### src/rtl/decoder_strobe.sv
// Registered N-to-2**N one-hot strobe generator with a valid/ready handshake.
// Each accepted code drives its one-hot line for PULSE_LEN cycles, then the block idles for GAP_LEN cycles.
module decoder_strobe #(
  parameter int N         = 3,
  parameter int PULSE_LEN = 1,
  parameter int GAP_LEN   = 0
) (
  input  logic             clk,
  input  logic             rst_n,
  input  logic             in_valid,
  output logic             in_ready,
  input  logic [N-1:0]     in_code,
  input  logic             in_en,
  output logic [2**N-1:0]  out_onehot,
  output logic             out_valid,
  output logic             busy
);

  localparam int W       = 2 ** N;
  localparam int MAX_LEN = (PULSE_LEN > GAP_LEN) ? ((PULSE_LEN > 2) ? PULSE_LEN : 2)
                                                 : ((GAP_LEN   > 2) ? GAP_LEN   : 2);
  localparam int CW      = $clog2(MAX_LEN);

  localparam logic [CW-1:0] PULSE_INIT = CW'(PULSE_LEN - 1);
  localparam logic [CW-1:0] GAP_INIT   = CW'((GAP_LEN > 0) ? GAP_LEN - 1 : 0);

  localparam logic [1:0] S_IDLE = 2'd0;
  localparam logic [1:0] S_HOLD = 2'd1;
  localparam logic [1:0] S_GAP  = 2'd2;

  logic [1:0]    state_q,  state_d;
  logic [CW-1:0] cnt_q,    cnt_d;
  logic [W-1:0]  onehot_q, onehot_d;
  logic          valid_q,  valid_d;
  logic [W-1:0]  decoded;

  always_comb begin
    decoded = '0;
    if (in_en) decoded[in_code] = 1'b1;
  end

  // The pulse value is decoded once at the accept edge and held in onehot_q,
  // so later in_code/in_en activity cannot disturb a pulse in progress.
  always_comb begin
    // NOTE: every variable gets a default first so no path leaves it unassigned (no latch).
    state_d  = state_q;
    cnt_d    = cnt_q;
    onehot_d = onehot_q;
    valid_d  = valid_q;
    unique case (state_q)
      S_IDLE: begin
        if (in_valid) begin
          state_d  = S_HOLD;
          cnt_d    = PULSE_INIT;
          onehot_d = decoded;
          valid_d  = 1'b1;
        end
      end
      S_HOLD: begin
        if (cnt_q == '0) begin
          onehot_d = '0;
          valid_d  = 1'b0;
          if (GAP_LEN > 0) begin
            state_d = S_GAP;
            cnt_d   = GAP_INIT;
          end else begin
            state_d = S_IDLE;
          end
        end else begin
          cnt_d = cnt_q - CW'(1);
        end
      end
      S_GAP: begin
        if (cnt_q == '0) state_d = S_IDLE;
        else             cnt_d   = cnt_q - CW'(1);
      end
      default: begin
        state_d  = S_IDLE;
        cnt_d    = '0;
        onehot_d = '0;
        valid_d  = 1'b0;
      end
    endcase
  end

  // NOTE: sequential state uses non-blocking assignments so all flops update together.
  always_ff @(posedge clk or negedge rst_n) begin
    if (!rst_n) begin
      state_q  <= S_IDLE;
      cnt_q    <= '0;
      onehot_q <= '0;
      valid_q  <= 1'b0;
    end else begin
      state_q  <= state_d;
      cnt_q    <= cnt_d;
      onehot_q <= onehot_d;
      valid_q  <= valid_d;
    end
  end

  // Gating with rst_n keeps in_ready low throughout reset, while letting the
  // first edge after release accept a code.
  assign in_ready   = rst_n && (state_q == S_IDLE);
  assign busy       = (state_q != S_IDLE);
  assign out_onehot = onehot_q;
  assign out_valid  = valid_q;

endmodule

### config.mk
export PLATFORM = sky130hd
export DESIGN_NAME = decoder_strobe
export DESIGN_NICKNAME = d
export VERILOG_FILES = /design/src/rtl/decoder_strobe.sv
export SDC_FILE = /design/constraint.sdc
export NUM_CORES = 1
export LEC_CHECK = 0
export CORE_AREA = 2 2 39 41
export DETAILED_ROUTE_END_ITERATION = 8
export DIE_AREA = 0 0 41 43
export PLACE_DENSITY = 0.62
export REMOVE_ABC_BUFFERS = 1
export SYNTH_ARGS = -nofsm -noshare
export SYNTH_HDL_FRONTEND = slang
export SYNTH_SLANG_ARGS = --single-unit
### constraint.sdc
create_clock -name clk -period 1.65 [get_ports clk]
set_clock_uncertainty 0.1 [all_clocks]
set_input_delay 0.165 -clock clk [delete_from_list [all_inputs] [get_ports clk]]
set_output_delay 0.165 -clock clk [all_outputs]
set_load 0.02 [all_outputs]
== After elaboration in Yosys (flattened, before gate mapping) ==
Cells that the tools add are included.
Storage, ports and cells
  bits in registers: 12
  word-level logic and storage cells: 35
Cells by class
  add/sub/neg operators: 1
  magnitude comparators: 2
  eq/ne operators: 5
  mux-type cells: 15
  bitwise logic cells: 1
  reduce and logical (&&, ||, !) cells: 7
Operators with widths (number)
  $mux 8: 3
  $pmux 8 s3: 1
  $ne 2x2->1 const B: 3
  $mux 1: 5
  $lt 3x4->1 const B: 1
  $mux 2: 2
  $pmux 2 s2: 1
  $demux 1 s3: 1
  $ge 3x1->1 const B: 1
  $pmux 1 s3: 1
  $reduce_and 3->1: 1
  $eq 2x1->1 const B: 1
  $eq 2x2->1 const B: 1
  $logic_and 1x1->1: 2
  $logic_not 2->1: 1
  $pmux 1 s2: 1
  $reduce_and 2->1: 1
  $reduce_bool 2->1: 1
  $reduce_or 2->1: 1
  $not 1->1: 1
  $sub 1x1->1 const B: 1

== Longest topological paths before layout ==
Gate-level depths: netlist (run 1).
  word-level depth: 7
  gate-level depth with buffers: 2
  depth with buffers taken out: 2

== Least setup slack after synthesis (run 1) ==
OpenSTA, ideal clock, no wires.
  kind: register to register
  start point: register, netlist name out_valid
  end point: register onehot_q[4], in the netlist out_onehot[4]
  arrival: 991 ps
  setup slack: 437 ps
  stages on the path, launching flop included: 3
  path buffers: 0
  period minus slack after synthesis: 1213 ps
  cells stage by stage: dfrtp_1 -> and2b_2 -> a32o_1
RTL lines
  end signal: assignment: line 96  | onehot_q <= onehot_d;
  end: declaration: line 33  | logic [W-1:0] onehot_q, onehot_d;

==> results of run 1 <==
-- per-stage QoR --
stage / util / std cells / cell area [um^2]
after floorplan: - / 27 / 370
after global routing: 0.441 / 67 / 611
after global placement: 0.421 / 63 / 583
after detailed placement: 0.421 / 63 / 583
after CTS: 0.439 / 67 / 608
final: 0.441 / 67 / 611
-- final timing paths --
kind | slack, ns | to | depth (start not counted)
setup / recovery | 0.05 | busy | 2
hold / removal | 0.11 | out_onehot[1] | 2
setup reg to reg | 0.43 | out_onehot[1] | 3
hold reg to reg | 0.39 | out_onehot[2] | 1
max in group asynchronous | 1.21 | out_onehot[4] | 2
min in group clk | 0.39 | out_onehot[2] | 1
-- synthesized netlist by cell type --
master,instances,share of area
a22o_1,2,0.046
a32o_1,2,0.053
and2b_1,1,0.020
and2b_2,1,0.023
and3_1,1,0.017
buf_4,1,0.020
dfrtp_1,9,0.60
nand3b_1,3,0.060
nor2_1,1,0.0099
nor3b_1,2,0.040
o2bb2ai_1,4,0.093
or3b_1,1,0.023
-- metal layers --
| metal | vias up | wire (um) |
|---|---|---|
| met5 | - | 0 |
| met4 | 0 | 19 |
| met3 | 2 | 63 |
| met2 | 13 | 383 |
| met1 | 151 | 412 |
| li1 | 155 | - |
-- sequential cells by signal (all words and copies together), names as in the netlist --
signal      cells
out_valid       1
out_onehot      8
-- cell families after synthesis --
| family | synth area share |
|---|---|
| simple gates | 0.192 |
| flops | 0.596 |
| compound gates | 0.192 |
| buf+inv | 0.0199 |
-- power groups by stage --
| stage | combinational (mW) | sequential [mW] | clock, mW |
|---|---|---|---|
| 6_report | 0.0828 | 0.230 | 0.171 |
| 5_1_grt | 0.0887 | 0.230 | 0.191 |
| 4_1_cts | 0.0840 | 0.230 | 0.183 |
| 3_5_place_dp | 0.0852 | 0.234 | 0 |
| 3_3_place_gp | 0.0839 | 0.234 | 0 |
| 2_1_floorplan | 0.0207 | 0.245 | 0 |
-- final cells by class --
type	instances	area share
clock buffers	4	0.0430
multi-input cells	18	0.238
flip-flops and latches	9	0.369
well taps	16	0.0328
repair buffers	20	0.318
-- worst register-to-register path, delay by kind of cell, from the launching register on --
family                 cells  cell delay [ns]
buffers and inverters      1             0.15
AND/OR/NAND/NOR            1             0.39
flip-flops                 1             0.37
AO/OA/AOI/OAI              1             0.14
==> impl_metrics.ini, run 1 <==
[status]
status = finished clean

[floorplan]
initial_core_util = 0.273
num_rows = 14
die_w_um = 41
die_h_um = 43
core_area_um2 = 1380
die_area_um2 = 1760
io_pins = 18

[timing]
fin_hold_ws_ns = 0.108
setup_viol = 0
slew-limit-headroom = 0.784
tightest_slew_ns = 0.324
setup_slack_ns = 0.0534
slew_viol_final = 0
final.setup.tns_ns = 0
fmax_mhz = 626
rsz0062_at_grt = false
fin_crit_ns = 1.60
min_period_over_period = 0.968
hold_viol = 0

[layout]
antennaDiodeCount = 0
multi_input_area_um2 = 145
n_fill_cell = 143
nets = 59
drive_gt1_frac = 0.137
final_cell_mix = clkdlybuf4s50_1 (15), dfrtp_1 (9), o2bb2ai_1 (4)
seq_area_um2 = 225
final_common_cell = clkdlybuf4s50_1
areaGrowthSynthToFinish_pct = 61.6

[pwr]
peakVddDrop_mv = 0.326
intPower_mw = 0.363
share_clk_of_total_power = 0.354
p_total_mw = 0.484
powerDensity_nw_per_um2 = 793
power_frac_comb = 0.171
swShare = 0.251
share_seq_of_total_power = 0.475
p_sw_mw = 0.121
p_leak_nw = 0.272

[synth]
avgSynthCellArea_um2 = 13.5
ys_seq_area_frac = 0.596
synth_seq_cells = 9
synth_warnings = 0
synth_cell_type_count = 12
synthCells = 28
syn-cell-area_um2 = 378

[grt]
antenna_found_initial = 0
grtUsageTotal = 0.125
grt-busiest-layer = met1
grt_pass1_vias = 307
grt_use_met1 = 0.177
overflow = 0
met3_usage = 0.0471
grt_use_met2 = 0.153
grt_max_degree = 10
grt_pass1_wl_um = 1420

[hold_path]
hold_path_class = in -> async

[clock_network]
h-tree-depth = 1
post_cts_buffers = 0
cts_resized = 1
clock_sinks = 9
cts_tree = yes
cts_root_buf = clkbuf_4
ctsLongestPathBuffers = 2
numCtsBuffers = 3
cts_hold_buffers = 0
clock_latency_ns = 0.26
path_clk_slew_ns = 0.06

[setup_path]
crit_buf_inv = 2
critPathLaunchType = flop
required_ns = 1.38
path_class = reg -> out
end_kind = output pin
cp_max_fo = 7
crit_chain = buf_4 -> clkdlybuf4s50_1
critical-path-top-delay-family = buffers and inverters
critPathMaxStageDelay_ns = 0.60
cp_slowest_cell = clkdlybuf4s50_1
cp.arrival_ns = 1.33
r2r-start = out_valid
cp-startpoint = out_valid

[place]
hpwl_um = 651
post-place-ws_ns = 0.0248
place_congestion = 0.666
portBuffers = 17

[routing]
routed_wl_um = 879
viasPerCell = 4.79
drc = 0
dr.first_iter.drc_count = 2
drt-pass1-iter-count = 2
wl_per_cell_um = 13.1
num_vias = 321
detail-route-antenna-nets = 0

[run]
timing.max_cap.violations = 0
Power figures use the tool's default switching activity.
==> inputs of run 2 (changes only) <==
Settings changed: MAX_ROUTING_LAYER set to met4.
==> results of run 2 <==
No change in the layout: final DEF, timing and power equal those of run 1.
Main changes from that run: final weighted congestion in routability-driven placement 0.666 -> 0.673; overall routing resource usage 0.125 -> 0.128
